**config.mk**
```make
export PLATFORM = sky130hd
export DESIGN_NAME = voice_allocator
export DESIGN_NICKNAME = d
export VERILOG_FILES = /design/src/rtl/voice_allocator_pkg.sv /design/src/rtl/voice_allocator_note_pitch_rom.sv /design/src/rtl/voice_allocator.sv
export SDC_FILE = /design/constraint.sdc
export NUM_CORES = 1
export LEC_CHECK = 0
export ABC_AREA = 1
export BUFFER_PORTS_ARGS = -buffer_cell sky130_fd_sc_hd__buf_2
export CAP_MARGIN = 5
export CELL_PAD_IN_SITES_DETAIL_PLACEMENT = 0
export CELL_PAD_IN_SITES_GLOBAL_PLACEMENT = 1
export CORE_ASPECT_RATIO = 0.75
export CORE_UTILIZATION = 43
export CTS_CLUSTER_DIAMETER = 30
export DETAILED_ROUTE_END_ITERATION = 10
export PLACE_DENSITY = 0.89
export SYNTH_ARGS = -nofsm -noshare
export SYNTH_HDL_FRONTEND = slang
export SYNTH_SLANG_ARGS = --single-unit
```
**constraint.sdc**
```tcl
create_clock -name i_clk -period 2.64 [get_ports i_clk]
set_input_delay 0.264 -clock i_clk [delete_from_list [all_inputs] [get_ports i_clk]]
set_output_delay 0.264 -clock i_clk [all_outputs]
set_load 0.01 [all_outputs]
```
**src/rtl/voice_allocator_pkg.sv**
```systemverilog
// rtl/voice_allocator_pkg.sv - shared states, waveform codes and pitch macro for voice_allocator
// Purpose : FSM state type, waveform select codes and the MIDI note -> phase
//           increment mapping used by the pitch ROM.
// Ports   : none (package).
`ifndef VOICE_ALLOCATOR_MIDI_NOTE
`define VOICE_ALLOCATOR_MIDI_NOTE
`define MIDI_NOTE(n) voice_allocator_pkg::midi_note_incr(7'(n))
`endif

package voice_allocator_pkg;

   typedef enum logic [1:0] {
      ST_IDLE  = 2'd0,
      ST_SCAN  = 2'd1,
      ST_APPLY = 2'd2,
      ST_GAP   = 2'd3
   } state_t;

   localparam logic [3:0] WAVE_SINE   = 4'b0001;
   localparam logic [3:0] WAVE_SQUARE = 4'b0010;
   localparam logic [3:0] WAVE_SAW    = 4'b0100;
   localparam logic [3:0] WAVE_TRI    = 4'b1000;

   // 16-bit phase increment at a 48 kHz sample clock. The top octave
   // (notes 120..131) is tabulated; lower octaves are exact halvings.
   function automatic logic [15:0] midi_note_incr(input logic [6:0] note);
      logic [15:0] top;
      int          octave;
      int          semi;
      octave = int'(note) / 12;
      semi   = int'(note) % 12;
      case (semi)
         0:       top = 16'd11431;
         1:       top = 16'd12110;
         2:       top = 16'd12830;
         3:       top = 16'd13593;
         4:       top = 16'd14402;
         5:       top = 16'd15258;
         6:       top = 16'd16165;
         7:       top = 16'd17126;
         8:       top = 16'd18145;
         9:       top = 16'd19224;
         10:      top = 16'd20367;
         default: top = 16'd21578;
      endcase
      return top >> (10 - octave);
   endfunction

endpackage

```
**src/rtl/voice_allocator_note_pitch_rom.sv**
```systemverilog
// rtl/voice_allocator_note_pitch_rom.sv - 128-entry registered note pitch ROM
// Purpose : maps a MIDI note number to its phase increment, 1-cycle latency.
// Ports   : i_clk  - system clock
//           i_addr - MIDI note number
//           o_data - phase increment of the note addressed on the previous cycle
module voice_allocator_note_pitch_rom
   import voice_allocator_pkg::*;
#(
   parameter int PITCH_BITS = 16
) (
   input  logic                  i_clk,
   input  logic [6:0]            i_addr,
   output logic [PITCH_BITS-1:0] o_data
);

   logic [PITCH_BITS-1:0] w_table [128];
   logic [PITCH_BITS-1:0] r_data;

   for (genvar n = 0; n < 128; n++) begin : g_rom
      assign w_table[n] = PITCH_BITS'(`MIDI_NOTE(n));
   end

   always_ff @(posedge i_clk) begin
      r_data <= w_table[i_addr];
   end

   assign o_data = r_data;

endmodule

```
**src/rtl/voice_allocator.sv**
```systemverilog
// rtl/voice_allocator.sv - polyphonic note scheduler driving a bank of voices
// Purpose : accepts note-on/off events, allocates voices (match, LRU free,
//           else steal LRU) and drives per-voice gate, pitch and waveform.
// Ports   : i_clk, i_rst_n            - clock, async active-low reset
//           i_evt_valid/o_evt_ready   - event handshake
//           i_evt_on/i_evt_note/i_evt_wave - event fields
//           i_panic                   - all-notes-off (level)
//           o_gate                    - per-voice gate
//           o_pitch_incr              - voice v at [v*PITCH_BITS +: PITCH_BITS]
//           o_voice_select            - voice v at [v*4 +: 4]
//           o_steal                   - 1-cycle pulse when a held voice is stolen
module voice_allocator
   import voice_allocator_pkg::*;
#(
   parameter int NUM_VOICES    = 4,
   parameter int PITCH_BITS    = 16,
   parameter int RETRIG_CYCLES = 512
) (
   input  logic                             i_clk,
   input  logic                             i_rst_n,
   input  logic                             i_evt_valid,
   output logic                             o_evt_ready,
   input  logic                             i_evt_on,
   input  logic [6:0]                       i_evt_note,
   input  logic [3:0]                       i_evt_wave,
   input  logic                             i_panic,
   output logic [NUM_VOICES-1:0]            o_gate,
   output logic [NUM_VOICES*PITCH_BITS-1:0] o_pitch_incr,
   output logic [NUM_VOICES*4-1:0]          o_voice_select,
   output logic                             o_steal
);

   localparam int            IW       = (NUM_VOICES > 1) ? $clog2(NUM_VOICES) : 1;
   localparam int            CW       = $clog2(RETRIG_CYCLES + 1);
   localparam logic [IW-1:0] LAST_V   = IW'(NUM_VOICES - 1);
   localparam logic [CW-1:0] GAP_LOAD = CW'(RETRIG_CYCLES);

   state_t                r_state;
   state_t                w_state_nxt;
   logic                  w_accept;
   logic [IW-1:0]         r_scan_idx;
   logic                  r_on;
   logic [6:0]            r_note;
   logic [3:0]            r_wave;
   logic [6:0]            r_tag   [NUM_VOICES];
   logic [IW-1:0]         r_rank  [NUM_VOICES];
   logic [PITCH_BITS-1:0] r_pitch [NUM_VOICES];
   logic [3:0]            r_vsel  [NUM_VOICES];
   logic [NUM_VOICES-1:0] r_gate;
   logic                  r_steal;
   logic                  r_match_found;
   logic                  r_free_found;
   logic [IW-1:0]         r_match_idx;
   logic [IW-1:0]         r_free_idx;
   logic [IW-1:0]         r_lru_idx;
   logic [IW-1:0]         r_target;
   logic [CW-1:0]         r_gap_cnt;
   logic [6:0]            w_rom_addr;
   logic [PITCH_BITS-1:0] w_rom_pitch;
   logic [IW-1:0]         w_target;
   logic                  w_target_busy;
   logic                  w_is_steal;

   assign o_evt_ready = (r_state == ST_IDLE) && !i_panic;
   assign w_accept    = i_evt_valid && o_evt_ready;

   // The ROM address follows the live input while idle so the lookup is
   // issued on the accept cycle, then holds the latched note.
   assign w_rom_addr = (r_state == ST_IDLE) ? i_evt_note : r_note;

   voice_allocator_note_pitch_rom #(
      .PITCH_BITS (PITCH_BITS)
   ) u_note_pitch_rom (
      .i_clk  (i_clk),
      .i_addr (w_rom_addr),
      .o_data (w_rom_pitch)
   );

   // Note-on target priority: matching held voice, LRU free voice, LRU overall.
   always_comb begin
      w_target   = r_lru_idx;
      w_is_steal = 1'b1;
      if (r_match_found) begin
         w_target   = r_match_idx;
         w_is_steal = 1'b0;
      end else if (r_free_found) begin
         w_target   = r_free_idx;
         w_is_steal = 1'b0;
      end
      w_target_busy = r_gate[w_target];
   end

   always_ff @(posedge i_clk or negedge i_rst_n) begin
      if (!i_rst_n) r_state <= ST_IDLE;
      else          r_state <= w_state_nxt;
   end

   always_comb begin
      w_state_nxt = r_state;
      if (i_panic) begin
         w_state_nxt = ST_IDLE;
      end else begin
         case (r_state)
            ST_IDLE:  if (w_accept) w_state_nxt = ST_SCAN;
            ST_SCAN:  if (r_scan_idx == LAST_V) w_state_nxt = ST_APPLY;
            ST_APPLY: w_state_nxt = (r_on && w_target_busy) ? ST_GAP : ST_IDLE;
            ST_GAP:   if (r_gap_cnt == CW'(1)) w_state_nxt = ST_IDLE;
            default:  w_state_nxt = ST_IDLE;
         endcase
      end
   end

   always_ff @(posedge i_clk or negedge i_rst_n) begin
      if (!i_rst_n) begin
         r_scan_idx    <= '0;
         r_on          <= 1'b0;
         r_note        <= '0;
         r_wave        <= '0;
         r_gate        <= '0;
         r_steal       <= 1'b0;
         r_match_found <= 1'b0;
         r_free_found  <= 1'b0;
         r_match_idx   <= '0;
         r_free_idx    <= '0;
         r_lru_idx     <= '0;
         r_target      <= '0;
         r_gap_cnt     <= '0;
         for (int v = 0; v < NUM_VOICES; v++) begin
            r_tag[v]   <= '0;
            r_rank[v]  <= IW'(v);
            r_pitch[v] <= '0;
            r_vsel[v]  <= '0;
         end
      end else begin
         r_steal <= 1'b0;
         if (i_panic) begin
            r_gate <= '0;
         end else begin
            case (r_state)
               ST_IDLE: begin
                  if (w_accept) begin
                     r_on          <= i_evt_on;
                     r_note        <= i_evt_note;
                     r_wave        <= i_evt_wave;
                     r_scan_idx    <= '0;
                     r_match_found <= 1'b0;
                     r_free_found  <= 1'b0;
                  end
               end
               ST_SCAN: begin
                  r_scan_idx <= r_scan_idx + 1'b1;
                  if (r_gate[r_scan_idx] && (r_tag[r_scan_idx] == r_note)) begin
                     r_match_found <= 1'b1;
                     r_match_idx   <= r_scan_idx;
                  end
                  if (!r_gate[r_scan_idx] &&
                      (!r_free_found || (r_rank[r_scan_idx] < r_rank[r_free_idx]))) begin
                     r_free_found <= 1'b1;
                     r_free_idx   <= r_scan_idx;
                  end
                  // Ranks are a permutation, so rank 0 is the overall LRU voice.
                  if (r_rank[r_scan_idx] == '0) r_lru_idx <= r_scan_idx;
               end
               ST_APPLY: begin
                  if (r_on) begin
                     r_tag[w_target]   <= r_note;
                     r_pitch[w_target] <= w_rom_pitch;
                     r_vsel[w_target]  <= r_wave;
                     r_target          <= w_target;
                     r_steal           <= w_is_steal;
                     for (int v = 0; v < NUM_VOICES; v++) begin
                        if (IW'(v) == w_target)
                           r_rank[v] <= LAST_V;
                        else if (r_rank[v] > r_rank[w_target])
                           r_rank[v] <= r_rank[v] - 1'b1;
                     end
                     // A sounding voice is dropped for a gap so the envelope restarts.
                     if (w_target_busy) begin
                        r_gate[w_target] <= 1'b0;
                        r_gap_cnt        <= GAP_LOAD;
                     end else begin
                        r_gate[w_target] <= 1'b1;
                     end
                  end else if (r_match_found) begin
                     r_gate[r_match_idx] <= 1'b0;
                  end
               end
               ST_GAP: begin
                  r_gap_cnt <= r_gap_cnt - 1'b1;
                  if (r_gap_cnt == CW'(1)) r_gate[r_target] <= 1'b1;
               end
               default: ;
            endcase
         end
      end
   end

   always_comb begin
      o_pitch_incr   = '0;
      o_voice_select = '0;
      for (int v = 0; v < NUM_VOICES; v++) begin
         o_pitch_incr[v*PITCH_BITS +: PITCH_BITS] = r_pitch[v];
         o_voice_select[v*4 +: 4]                 = r_vsel[v];
      end
   end

   assign o_gate  = r_gate;
   assign o_steal = r_steal;

endmodule

```
Word-level counts from Yosys, hierarchy flattened. Memories as Yosys holds them, arrays and structs flattened. A register that Yosys moved wholly into a read port is not among the register bits. Cells that the tools add are included.

Latch bits: 0. Bits in read-only memories: 2048. Logic and storage cells: 189. Memories kept: 1. Output and inout port bits: 86. Bits in writable memories: 0. Register bits after elaboration: 157.

Shift-type cells: 0. Magnitude comparators: 16. Muxes and demuxes: 69. $add $sub $neg: 6. Bitwise logic cells: 11. Multipliers: 0. Eq/ne operators: 18. Div/mod/pow operators: 0. Reductions and logical operators: 38.

Memories: (no name shown) (words 128, bits a word 16, read ports 1, clocked after Yosys merged registers in 1, wr ports 0, line voice_allocator_note_pitch_rom.sv:24) `r_data <= w_table[i_addr];`.

Operators with widths (number): $bwmux 64 (1); $mux 2 (22); $demux 16 s2 (1); $bwmux 28 (1); $mux 7 (4); $reduce_and 4->1 (7); $mux 4 (6); $reduce_and 3->1 (8); $mux 10 (2); $pmux 10 s2 (1); $bwmux 16 (1); $mux 16 (1); $bmux 7 s2 (1); $demux 7 s2 (1); $mux 1 (13); $bmux 2 s2 (3); $lt 2x3->1 const B (4); $reduce_bool 2->1 (6); $eq 10x1->1 const B (1); $ne 2x2->1 const B (5); $sub 10x1->10 const B (1); $ge 3x3->1 const B (3); $logic_and 1x1->1 (9); $ne 3x3->1 const B (3); other kinds (29) (53).

Depth between registers and ports, before layout.
Depth after elaboration: 12. Depth in mapped cells: 17. Gate-level depth less buffers: 17.

Cells and area by module. From an unflattened synthesis, not the netlist that was laid out.

Cells, all modules: 1244. Area total of the unflattened synthesis: 9520.4 µm².

By module, submodules not included: voice_allocator (cells an instance 900, instances 1, area each 7596.0 µm², seq. area each 3933.8 µm²); voice_allocator_note_pitch_rom (cells an instance 344, instances 1, area each 1924.3 µm², seq. area each 300.3 µm²).

Worst setup path before layout. OpenSTA, ideal clock, no wires.

Path type: reg-to-reg. Start point: reg r_free_idx[0]. End point: reg r_rank[5] (netlist name). Required time: 2523 ps. Setup slack: 550 ps. Setup time: 117 ps. Clock period less this slack: 2090 ps. Arrival time: 1974 ps. Cell stages (with the launch flop): 17. Cell sequence: dfrtp_1 > buf_4 > nand2_1 > nand3_1 > nand2_2 > inv_1 > nor2_4 > inv_1 > o22ai_1 > nor2_1 > ha_1 > nor2_1 > nand2_1 > nand3_1 > nand3_1 > nand3_1 > nand2_1.

Word-level cells in the longest chain between the ends: 9. Elaborated cells on any way between the ends: 11. Those cells by class: order compare (1); eq/ne (1); mux (6); bitwise (1); reduce/logical (2).

Ends and longest elaborated chain: from (decl) (line voice_allocator.sv:54) `logic [IW-1:0] r_free_idx;`; from (signal assigned) (line voice_allocator.sv:159) `r_free_idx <= r_scan_idx;`; $mux 2 (*) (line voice_allocator.sv:86) `end else if (r_free_found) begin`; $mux 2 (*) (line voice_allocator.sv:83) `if (r_match_found) begin`; $not 2->3 (implied by the code) (line voice_allocator.sv:174) `else if (r_rank[v] > r_rank[w_target])`; $bmux 2 s2 (line voice_allocator.sv:174); $mux 2 (implied by the code) (2 in series) (line voice_allocator.sv:174); $gt 2x2->1 (line voice_allocator.sv:174); $reduce_bool 2->1 (no line); $reduce_and 4->1 (no line); to (signal, indexed assignment) (line voice_allocator.sv:130) `r_rank[v] <= IW'(v);`; to (signal, indexed assignment) (line voice_allocator.sv:175) `r_rank[v] <= r_rank[v] - 1'b1;`; to (decl) (line voice_allocator.sv:46) `logic [IW-1:0] r_rank [NUM_VOICES];`.

Every way passes the cells marked *; elsewhere a longest branch is shown, timed or not. The select of a mux whose other input is x is not followed. A chain may end at the register's enable or synchronous reset.

Worst setup path after layout.
Start point: reg r_state[1]. End point: reg u_note_pitch_rom.r_data[3], in the netlist u_note_pitch_rom.o_data[3].

Word-level cells in the longest chain between the ends: 3.

Ends and longest elaborated chain: from (decl) (line voice_allocator.sv:38) `state_t r_state;`; from (signal assigned) (line voice_allocator.sv:95) `else r_state <= w_state_nxt;`; $logic_not 2->1 (line voice_allocator.sv:69) `assign w_rom_addr = (r_state == ST_IDLE) ? i_evt_note : r_note;`; $mux 7 (line voice_allocator.sv:69); $not 7->8 (implied by the code) (line voice_allocator_note_pitch_rom.sv:24); to (decl) (line voice_allocator_note_pitch_rom.sv:17) `logic [PITCH_BITS-1:0] r_data;`.

No other way between the ends.

==> flow_summary.json <==
{
  "report.final.hold_viol_count": 0,
  "reg2regPathDepth": 13,
  "synth-adder-area-share_pct": 2.19,
  "critPathKind": "register to register",
  "post_synth.cell_area_avg_sq_um": 7.29,
  "power_per_cell_area_nw_per_um2": 1480,
  "critical_path.max_fanout": 14,
  "timing.final.crit_share_pct": 92.7,
  "avgViaCountPerCell": 5.22,
  "synthToLayoutAreaGrowth_pct": 16.0,
  "yosysTopAreaCellShare_pct": 40.7,
  "cts_num_sinks": 168,
  "place.gp.congestion": 0.968,
  "outcome": "complete, no violations",
  "synth_compound_area_share_pct": 12.0,
  "post_synth_mux_area_share_pct": 0,
  "routed_wl_mm": 25.2,
  "switching_share_pct": 50.5,
  "port_bufs": 97,
  "finalMaxSlewViolations": 0,
  "worst_hold_path.num_cells": 3,
  "drt_pre_antenna_iters": 7,
  "grt_remaining_overflow": 0,
  "mappedNetlistArea_sq_um": 9150,
  "post_synth_num_cell_types": 42,
  "drt-initial-drc-count": 928,
  "hpwlAfterDp_mm": 18.0,
  "power.leakage_nw": 5.67,
  "p_int_mw": 7.79,
  "xor_xnor_cell_area_share_of_the_yosys_netlist_pct": 0.574,
  "worst_setup_hold_path_clk_slew_ps": 80,
  "grt_antenna_before_repair": 0,
  "finalNonFillerCells": 1642,
  "synthSimpleGateAreaFrac_pct": 32.1,
  "initial_core_util_pct": 44.5,
  "cts.root.buffer_cell": "clkbuf_16",
  "layout-drive-gt1-share_pct": 15.6,
  "vdd_drop_max_mv": 0.687,
  "setup.worst_path.start_class": "register",
  "nets": 1379,
  "clock_latency_ps": 440,
  "globalRouteTotalUtil_pct": 23.9,
  "synth-async-reset-ratio_pct": 91.1,
  "synth.yosys.seq_area_share_pct": 45.2,
  "seq_power_share_pct": 26.5,
  "cts_tree": "done",
  "via_count_of_the_first_global_routing_pass": 7639,
  "worst-slew-pin-transition_ps": 587,
  "total_switching_power_mw": 7.94,
  "floorplan.die.height_um": 128,
  "post_synthesis_register_bit_count": 168,
  "placementRows": 45,
  "fp.dieArea_sq_um": 21900,
  "data_arrival_time_at_the_worst_slack_endpoint_ps": 2770,
  "first_pass_grt_wire_length_mm": 40.8,
  "timing.critical_path.to_type": "register",
  "synthesis.instances": 1256,
  "synth_top_cell_by_area": "dfrtp_1",
  "detail_routed_net_length_per_standard_cell_um": 15.4,
  "antenna_violating_nets_post_route": 0,
  "longest_clk_path_bufs": 2,
  "pwr-share-clk_pct": 16.1,
  "num_vias": 8572,
  "worst_slew_margin_rel_pct": 60.9,
  "fin_tns_setup_ps": 0,
  "minimum_period_implied_by_the_final_worst_setup_slack_ps": 2450,
  "synth_edf_count": 0,
  "diodes_inserted": 0,
  "floorplan.io_pins": 102,
  "maxClockFrequency_ghz": 0.409,
  "die_w_um": 170,
  "ys_top_cells_by_area": "dfrtp_1 41%, nand2_1 18%, nand3_1 8.0%, o21ai_0 7.8%, inv_1 4.3%",
  "placed_cells_incl_taps": 1604,
  "cap_viol_max_count": 0,
  "drc_errors": 0,
  "core_sq_um": 20600,
  "ys.flop_type": "dfrtp_1",
  "combPwrFrac_pct": 57.4,
  "cts_inserted_buffers": 17,
  "grt_start_max_net_pins": 74,
  "fin_skew_ps": 16.3,
  "crit_required_ps": 2960,
  "synth_top_family_by_area": "simple AND/OR/NAND/NOR gates",
  "final_count_of_negative_setup_slack_endpoints": 0,
  "htree_num_levels": 4,
  "kind_of_path_behind_the_tightest_hold_check": "primary input to register",
  "synthesis.yosys.warnings": 0
}
logic make-up (layout without fill, tap and decap cells):
kind of cell	after synthesis	after routing
flip-flops	168	168
AND/OR/NAND/NOR	691	691
adder cells (fa/ha/maj)	16	16
XOR/XNOR	6	6
other	1	4
buffers and inverters	170	271
AO/OA/AOI/OAI	204	204
critical path: stages, from the launching register on:
cell,delay [ps]
dfrtp_1,560
nor2_8,130
buf_4,170
o21ai_4,290
ha_1,270
inv_1,80
nand2_2,210
nand2_1,130
nand2_1,80
nand2_1,90
nand2_1,90
nand3_1,70
nand3_1,90
nand2_1,80
routing by layer:
metal  track usage [%]  up-vias  wire (um)
met5                 0        -          0
met4              5.35        0        167
met3              4.89       15       2080
met2              31.2      374       9790
met1              39.1     3959      13200
li1                  -     4224          -
per-stage QoR:
stage | cell area [sq um] | setup WS (ps) | util, % | power (mW) | hold slack (ps)
2_1_floorplan | 9170 | 550 | - | 10.4 | -31.6
3_3_place_gp | 9940 | 259 | 48.4 | 12.9 | 275
3_5_place_dp | 9940 | 141 | 48.4 | 12.9 | 272
4_1_cts | 10600 | 111 | 51.4 | 15.5 | 91.5
6_report | 10600 | 193 | 51.6 | 15.7 | 91.8
5_1_grt | 10600 | -13.6 | 51.6 | 17.1 | 117
final cells by class:
type	instances	area [sq um]
clock buffers	17	425
clock inverters	15	191
fillers	2026	9940
inverters	112	420
multi-input cells	921	4320
flip-flops and latches	168	4140
well taps	282	353
repair buffers	127	769
registers in the layout, indices dropped and copies added (netlist names), 4 cells and up:
| name | cells |
|---|---|
| r_wave | 4 |
| o_voice_select | 16 |
| r_gap_cnt | 10 |
| r_tag | 28 |
| r_note | 7 |
| o_pitch_incr | 60 |
| u_note_pitch_rom.o_data | 15 |
| r_rank | 8 |
| o_gate | 4 |
repair_timing:
action,4_1_cts,5_1_grt
endpoints found under the hold margin,51,0
endpoints found under the setup margin,0,12
hold buffers,1,0
setup buffers,0,5
resized for setup,0,6
path summary, 6_finish.rpt:
kind | to | start | slack, ps
setup reg to reg | u_note_pitch_rom.o_data[3] | r_state[1] | 190
setup / recovery | u_note_pitch_rom.o_data[3] | r_state[1] | 190
hold reg to reg | o_voice_select[6] | o_voice_select[6] | 480
min in group asynchronous | r_gap_cnt[6] | i_rst_n | 360
max in group asynchronous | o_pitch_incr[28] | i_rst_n | 1510
hold / removal | r_note[3] | i_evt_note[3] | 90
cells in the mapped netlist, types with 2 or more instances:
cell and n:
xnor2_1 2, nand3_1 147, nand2_1 447, nand2_4 7, buf_6 4, nand4_1 4
nand2_2 14, a21oi_1 26, xor2_1 4, dfxtp_1 15, dfrtp_1 149, o21ai_1 11
o21ai_0 143, a31oi_1 4, nor2_1 58, nor2_2 3, nor4_1 2, ha_1 16
nand3b_1 2, nand3_2 2, o21ai_4 2, o22ai_1 2, buf_2 22, inv_1 104
nor3_1 2, inv_2 7, clkbuf_1 23, dfstp_2 4, buf_4 8, o21ai_2 6
o211ai_1 5
power groups by stage:
stage / sequential [mW] / clock (mW) / combinational, mW
2_1_floorplan: 4.15 / 0 / 6.23
5_1_grt: 4.28 / 2.68 / 10.1
4_1_cts: 4.14 / 2.58 / 8.74
3_3_place_gp: 4.17 / 0 / 8.69
6_report: 4.17 / 2.54 / 9.03
3_5_place_dp: 4.18 / 0 / 8.69
cells in the final DEF (no fill, tap or decap), drive strengths merged, types with 2 or more instances in the layout:
cell type and count:
a21oi 27, a31oi 4, buf 126, clkbuf 17, clkinv 8, conb 4
dfrtp 149, dfstp 4, dfxtp 15, ha 16, inv 119, nand2 468
nand3 149, nand3b 2, nand4 4, nor2 63, nor3 2, nor4 2
o211ai 5, o21ai 162, o22ai 2, xnor2 2, xor2 4
Note: power is estimated with default switching activity, not from simulation.
